==> src/rtl/pipeline_ctrl_pkg.sv <==
// Shared types for the pipeline stall/flush sequencer.
package control;

  localparam int unsigned REG_ADDR_W = 5;

  typedef enum logic [0:0] {
    RUN,
    DROP
  } pipe_ctrl_state_e;

endpackage

==> src/rtl/hazard_detect.sv <==
// Load-use comparator: the ID instruction reads a register that the EX load has not produced yet.
module hazard_detect
  import control::*;
(
  input  logic                  ex_is_load,
  input  logic [REG_ADDR_W-1:0] ex_rd,
  input  logic [REG_ADDR_W-1:0] id_rs1,
  input  logic [REG_ADDR_W-1:0] id_rs2,
  input  logic                  id_uses_rs1,
  input  logic                  id_uses_rs2,
  output logic                  lu
);

  logic rs1_hit, rs2_hit;

  always_comb begin
    rs1_hit = id_uses_rs1 && (id_rs1 == ex_rd);
    rs2_hit = id_uses_rs2 && (id_rs2 == ex_rd);
    // x0 is never written, so a load to x0 cannot create a dependency.
    lu      = ex_is_load && (ex_rd != '0) && (rs1_hit || rs2_hit);
  end

endmodule

==> src/rtl/pipeline_ctrl.sv <==
// Stall/flush sequencer for the five-stage pipeline: register enables, bubbles, squashes,
// wrong-path fetch tracking and saturating stall/flush counters.
module pipeline_ctrl
  import control::*;
#(
  parameter int unsigned CNT_W = 32
) (
  input  logic                  clk,
  input  logic                  rst,
  input  logic                  imem_busy,
  input  logic                  imem_resp,
  input  logic                  dmem_req,
  input  logic                  dmem_resp,
  input  logic                  mispredict,
  input  logic                  ex_is_load,
  input  logic [REG_ADDR_W-1:0] ex_rd,
  input  logic [REG_ADDR_W-1:0] id_rs1,
  input  logic [REG_ADDR_W-1:0] id_rs2,
  input  logic                  id_uses_rs1,
  input  logic                  id_uses_rs2,
  output logic                  load_pc,
  output logic                  load_if_id,
  output logic                  load_id_ex,
  output logic                  load_ex_mem,
  output logic                  load_mem_wb,
  output logic                  bubble_id_ex,
  output logic                  squash_if_id,
  output logic                  drop_fetch,
  output logic [CNT_W-1:0]      stall_cycles,
  output logic [CNT_W-1:0]      flush_count
);

  pipe_ctrl_state_e state_q, state_d;
  logic [CNT_W-1:0] stall_q, flush_q;
  logic lu, dstall, istall, stall_inc, flush_inc;

  hazard_detect u_hazard_detect (
    .ex_is_load  (ex_is_load),
    .ex_rd       (ex_rd),
    .id_rs1      (id_rs1),
    .id_rs2      (id_rs2),
    .id_uses_rs1 (id_uses_rs1),
    .id_uses_rs2 (id_uses_rs2),
    .lu          (lu)
  );

  assign dstall    = dmem_req & ~dmem_resp;
  assign istall    = ~imem_resp;
  assign stall_inc = dstall | lu | istall | (state_q == DROP);
  // A mispredict under a data stall re-presents once EX unfreezes, so it is not counted here.
  assign flush_inc = mispredict & ~dstall;

  always_comb begin
    load_pc      = 1'b0;
    load_if_id   = 1'b0;
    load_id_ex   = 1'b0;
    load_ex_mem  = 1'b0;
    load_mem_wb  = 1'b0;
    bubble_id_ex = 1'b0;
    squash_if_id = 1'b0;
    drop_fetch   = 1'b0;
    state_d      = state_q;
    if (rst) begin
      if (dstall) begin
        // The frozen pipeline does not stop the wrong-path response from arriving.
        if (state_q == DROP && imem_resp) begin
          drop_fetch = 1'b1;
          state_d    = RUN;
        end
      end else begin
        unique case (state_q)
          RUN: begin
            if (mispredict) begin
              load_pc      = 1'b1;
              load_if_id   = 1'b1;
              squash_if_id = 1'b1;
              load_id_ex   = 1'b1;
              bubble_id_ex = 1'b1;
              load_ex_mem  = 1'b1;
              load_mem_wb  = 1'b1;
              drop_fetch   = imem_resp;
              if (imem_busy && !imem_resp) state_d = DROP;
            end else if (lu || istall) begin
              load_id_ex   = 1'b1;
              bubble_id_ex = 1'b1;
              load_ex_mem  = 1'b1;
              load_mem_wb  = 1'b1;
            end else begin
              load_pc      = 1'b1;
              load_if_id   = 1'b1;
              load_id_ex   = 1'b1;
              load_ex_mem  = 1'b1;
              load_mem_wb  = 1'b1;
            end
          end
          DROP: begin
            load_pc      = mispredict;
            load_id_ex   = 1'b1;
            bubble_id_ex = 1'b1;
            load_ex_mem  = 1'b1;
            load_mem_wb  = 1'b1;
            drop_fetch   = imem_resp;
            if (!mispredict && imem_resp) state_d = RUN;
          end
          default: ;
        endcase
      end
    end
  end

  always_ff @(posedge clk or negedge rst) begin
    if (!rst) begin
      state_q <= RUN;
      stall_q <= '0;
      flush_q <= '0;
    end else begin
      state_q <= state_d;
      if (stall_inc && stall_q != '1) stall_q <= stall_q + CNT_W'(1);
      if (flush_inc && flush_q != '1) flush_q <= flush_q + CNT_W'(1);
    end
  end

  assign stall_cycles = stall_q;
  assign flush_count  = flush_q;

endmodule

==> config.mk <==
export PLATFORM = sky130hd
export DESIGN_NAME = pipeline_ctrl
export DESIGN_NICKNAME = d
export VERILOG_FILES = /design/src/rtl/pipeline_ctrl_pkg.sv /design/src/rtl/hazard_detect.sv /design/src/rtl/pipeline_ctrl.sv
export SDC_FILE = /design/constraint.sdc
export NUM_CORES = 1
export LEC_CHECK = 0
export CAP_MARGIN = 20
export CORE_ASPECT_RATIO = 1.25
export CORE_MARGIN = 2
export CORE_UTILIZATION = 47
export DETAILED_ROUTE_END_ITERATION = 12
export PLACE_DENSITY = 0.88
export SYNTH_ARGS = -nofsm -noshare
export SYNTH_HDL_FRONTEND = slang
export SYNTH_SLANG_ARGS = --single-unit
==> constraint.sdc <==
create_clock -name clk -period 2.5 [get_ports clk]
set_input_delay 0.5 -clock clk [delete_from_list [all_inputs] [get_ports clk]]
set_output_delay 0.5 -clock clk [all_outputs]
set_load 0.05 [all_outputs]
# Word-level counts from Yosys, hierarchy flattened

Cells that the tools add are included.

Flip-flop bits (word level): 65
Input bits: 25
Output and inout bits: 72
Logic and storage cells: 64

Add/sub/neg operators: 2
Equal/unequal tests: 5
Mux-type cells: 30
Bitwise gates (word level): 9
Reductions and logical operators: 15

Operators by type and width:

| kind                  | number |
|---|---|
| $add 32x1->32 const B | 2 |
| $ne 32x32->1 const B  | 2 |
| $mux 1                | 26 |
| $eq 5x5->1            | 2 |
| $logic_and 1x1->1     | 9 |
| $pmux 1 s2            | 4 |
| $reduce_bool 5->1     | 1 |
| $not 1->1             | 4 |
| $or 1x1->1            | 3 |
| $and 1x1->1           | 2 |
| $logic_not 1->1       | 2 |
| $logic_or 1x1->1      | 2 |
| $ne 2x1->1 const B    | 1 |
| $reduce_and 2->1      | 1 |

# Depth between registers and ports, before layout

Depth in word-level cells: 10
Gate-level depth with buffers: 9
Mapped depth without buffers: 8

# By module

Synthesis repeated with hierarchy kept, for this count alone.

Cells, all modules: 317
Area, all modules: 3309.4 um2

By module, submodules not included:

| module        | times used | cells each | area each (um2) | seq. area each (um2) |
|---|---|---|---|---|
| pipeline_ctrl | 1          | 300        | 3175.5          | 1626.6 |
| hazard_detect | 1          | 17         | 133.9           | 0.0 |

# Worst setup path before layout

Ideal clock, no wire load.

Kind: input to output
Start: input port ex_rd[1]
End: output port load_if_id
Arrival: 2.127 ns
Data required time: 2.000 ns
Path slack: -0.127 ns
Cell stages on the path: 5
Path buffers: 0
Cells stage by stage: or4_1 o21a_1 nand2_1 nand2_1 a21oi_1

Word-level cells in the longest chain between the ends: 10
Elaborated cells on any way between the ends: 14
Classes of those cells: 2 x eq/ne; 5 x mux; 7 x reduce/logical

RTL lines:

| element                                     | line                                     | source |
|---|---|---|
| start, declared                             | pipeline_ctrl.sv:16                      | `input logic [REG_ADDR_W-1:0] ex_rd,` |
| $eq 5x5->1, on equally long branches        | hazard_detect.sv:17, hazard_detect.sv:18 |  |
| $logic_and 1x1->1, on equally long branches | hazard_detect.sv:17, hazard_detect.sv:18 |  |
| $logic_or 1x1->1                            | hazard_detect.sv:20                      | `lu = ex_is_load && (ex_rd != '0) && (rs1_hit \|\| rs2_hit);` |
| $logic_and 1x1->1 *                         | hazard_detect.sv:20                      |  |
| $logic_or 1x1->1 *                          | pipeline_ctrl.sv:83                      | `end else if (lu \|\| istall) begin` |
| $mux 1 *                                    | pipeline_ctrl.sv:83                      |  |
| $mux 1 *                                    | pipeline_ctrl.sv:73                      | `if (mispredict) begin` |
| $mux 1 *                                    | pipeline_ctrl.sv:71                      | `unique case (state_q)` |
| $mux 1 *                                    | pipeline_ctrl.sv:64                      | `if (dstall) begin` |
| $mux 1 *                                    | pipeline_ctrl.sv:63                      | `if (rst) begin` |
| end, declared                               | pipeline_ctrl.sv:22                      | `output logic load_if_id,` |

Every way passes the cells marked *; elsewhere a longest branch is shown, timed or not.

# Final worst setup path

Start: input port ex_rd[2]
End: output port load_if_id

Same word-level chain as after synthesis.

==> summary.txt <==
Logic synthesis
  – Most used flip-flop cell after synthesis: dfrtp_1
  – Synth Warn #: 0
  – Net Count, Synth: ~350
  – Post-synth design cell area: around 3300 um2
  – Mapped Avg Cell Area: between 10 and 15 um2
  – Sequential element share of the synthesized area: 0.4952
  – Number of flops mapped to enable cells by yosys: 0
  – Yosys reg bits: 65
  – Async set or reset register ratio after synthesis: 1.000
  – Commonest cells in the netlist: dfrtp_1, xnor2_1, nand2_1
  – Count leader, synth: dfrtp_1
  – Library cells used by synthesis: 38
  – Area share of the largest cell type after synthesis: 0.4952
  – Area leader, netlist: dfrtp_1
  – Synth top area cells: dfrtp_1, xnor2_1, xor2_1
  – Gate Count Post-Synth: 320

Global route
  – Met1 GRT Util: 0.2827
  – Gr usage total: 0.2184
  – Initial antenna violation count: 0
  – Most crowded layer after global routing: met2
  – Grt ovf: 0
  – Met3 Track Usage GR: 0.05576
  – First-pass GRT wire length: 13360 um
  – GR Util met2: 0.3491
  – Via count of the first global-routing pass: about 2800
  – Largest net degree at the start of global routing: just under 70

Clock tree
  – Num CTS Buffers: 9
  – Clock buffer depth: 2
  – CTS sink cnt: 65
  – Post-CTS Hold Fix Bufs: 0
  – Clk_lat worst skew: ~0.33 ns
  – Clock transition at path regs: approximately 0.070 ns
  – CTS root buf: clkbuf_8
  – CTS tree: yes
  – CTS H-tree lvls: 3

STA
  – Max Transition Viols Final: 0
  – Fin crit share: 0.9827
  – Fin crit period: roughly 2.5 ns
  – Final setup fails: 0
  – Tightest Pin Transition: 0.8214 ns
  – Final Skew: between 0.005 and 0.006 ns
  – Slew HR: 0.4524
  – Endpoints failing hold: 0
  – Fmax: 407.1 MHz

Critical path
  – Critical Path End Type: primary output
  – CP Capture Point: load_if_id
  – Critical Setup Path Class: in2out
  – Worst setup startpoint: ex_rd[2]
  – CP max FO: 3
  – Reg-to-reg startpoint: stall_cycles[0]
  – Crit path arrival time: 1.96 ns
  – RR Endpoint: stall_cycles[13]
  – Critical Path RT: 2.00 ns
  – Worst r2r path cells: 9
  – Startpoint Class: input port
  – Register-to-register setup slack: about 0.17 ns

Floorplan
  – Die area: 7677 um2
  – Placeable Area: 6849 um2
  – Die X: about 79 um
  – I/O Pins: 97
  – # rows: 34
  – Initial Util: 0.4795
  – Die H: just under 100 um

Min path
  – Hold WC Path Type: in2async

Power
  – Final Power: ~3.5 mW
  – Leakage: 2.026 nW
  – VDD IR max: 0.8179 mV
  – P per Cell Area: approximately 740 nW/um2

Final layout
  – Final core utilization: 0.6955
  – Layout cell share with drive strength beyond 1: 0.1416
  – Synthesis-to-layout area growth: 45.03%
  – # nets final: 460
  – ANT cells: 0
  – Final Non-Filler Cells: between 500 and 600
  – Sequential cell area: 1627 um2
  – Multi-input gate area: about 1700 um2
  – Filler cells: 491

Placement
  – Post-DP HPWL: a little under 6000 um
  – # placed instances: 510
  – RePlAce Congestion: slightly below 0.8
  – I/O Buffers: between 90 and 100

Drt
  – WL/cell: about 15 um
  – Final antenna-violating net count: 0
  – DRC viols: 0
  – 1st-pass router iterations: 4
  – DRT iter0 DRCs: ~170
  – Vias: ~2800
  – Drt total wl: approximately 8100 um
  – Routed vias/inst: about 5.3

Status
  – Outcome: finished, final reports clean

Flow run
  – Max Cap Violations: 0
## layout make-up
class,count,share of cell area
timing repair buffer,108,0.2377
tap,90,0.02364
inverter,10,0.007880
multi-input combinational,239,0.3480
clock buffer,11,0.02968
sequential,65,0.3415
clock inverter,5,0.01156
## through the flow
stage          cell area, um2    TNS, ns  setup slack, ns  hold slack [ns]
3_5_place_dp             4466     -10.20          -0.5100           0.4769
4_1_cts                  4735          0         0.001138           0.4220
2_1_floorplan            3284    -0.2532          -0.1266           0.2044
5_1_grt                  4763  -0.004845        -0.004845           0.4834
3_3_place_gp             4466     -7.618          -0.3235           0.4752
6_report                 4763          0          0.04330           0.4083
## worst max-delay path: stages
cell             delay (ns)
clkdlybuf4s15_2        0.21
or4_4                  0.52
o21a_1                 0.22
nand2_4                0.09
nand2_4                0.07
a21oi_4                0.19
buf_12                 0.15
## worst min path at each step
stage	slack, ns	cells past startpoint	endpoint	start
2_1_floorplan	0.20	0	flush_count[0]	rst
3_3_place_gp	0.48	1	flush_count[14]	flush_count[14]
3_5_place_dp	0.48	1	flush_count[10]	flush_count[10]
4_1_cts	0.42	2	stall_cycles[15]	rst
5_1_grt	0.48	2	flush_count[17]	rst
6_report	0.41	2	flush_count[17]	rst
## report_power, final
| group | internal (mW) | switching [mW] | total (mW) | leakage, nW |
|---|---|---|---|---|
| clock | 0.484 | 0.396 | 0.880 | 0.0953 |
| combinational | 0.462 | 0.794 | 1.26 | 1.13 |
| sequential | 1.20 | 0.190 | 1.39 | 0.804 |
## kinds of logic after synthesis
kind of cell    Yosys count  synth area share
simple gates            150            0.2469
mux                       2          0.006857
compound gates           17           0.03771
fa+ha+maj                 2          0.007618
xor+xnor                 68            0.1813
buf+inv                  16           0.02438
flops                    65            0.4952
## flip-flops by register name (all words and copies together) (netlist names)
name / count
flush_count: 32
stall_cycles: 32
state_q: 1
## cell usage in the layout, fill, tap and decap left out, types with 10 or more instances in the layout
master and instances:
buf_4 12, clkbuf_8 10, clkdlybuf4s50_1 77, dfrtp_1 65, inv_1 10, nand2_1 37
nand3_1 21, nand4_1 20, nor2_1 22, nor3_1 12, xnor2_1 39, xor2_1 28
## routing by layer
metal,vias to the layer above,routed length (um)
met2,88,4100
met1,1381,3492
met4,0,90
li1,1328,-
met5,-,0
met3,9,455
## timing repair
item                                    in CTS  in global routing
endpoints found under the setup margin      13                 23
pin swaps                                    6                 11
setup buffers                                2                  0
gates resized for setup                     20                 10
endpoints found under the hold margin        0                  0
(Power assumes the default switching activity.)
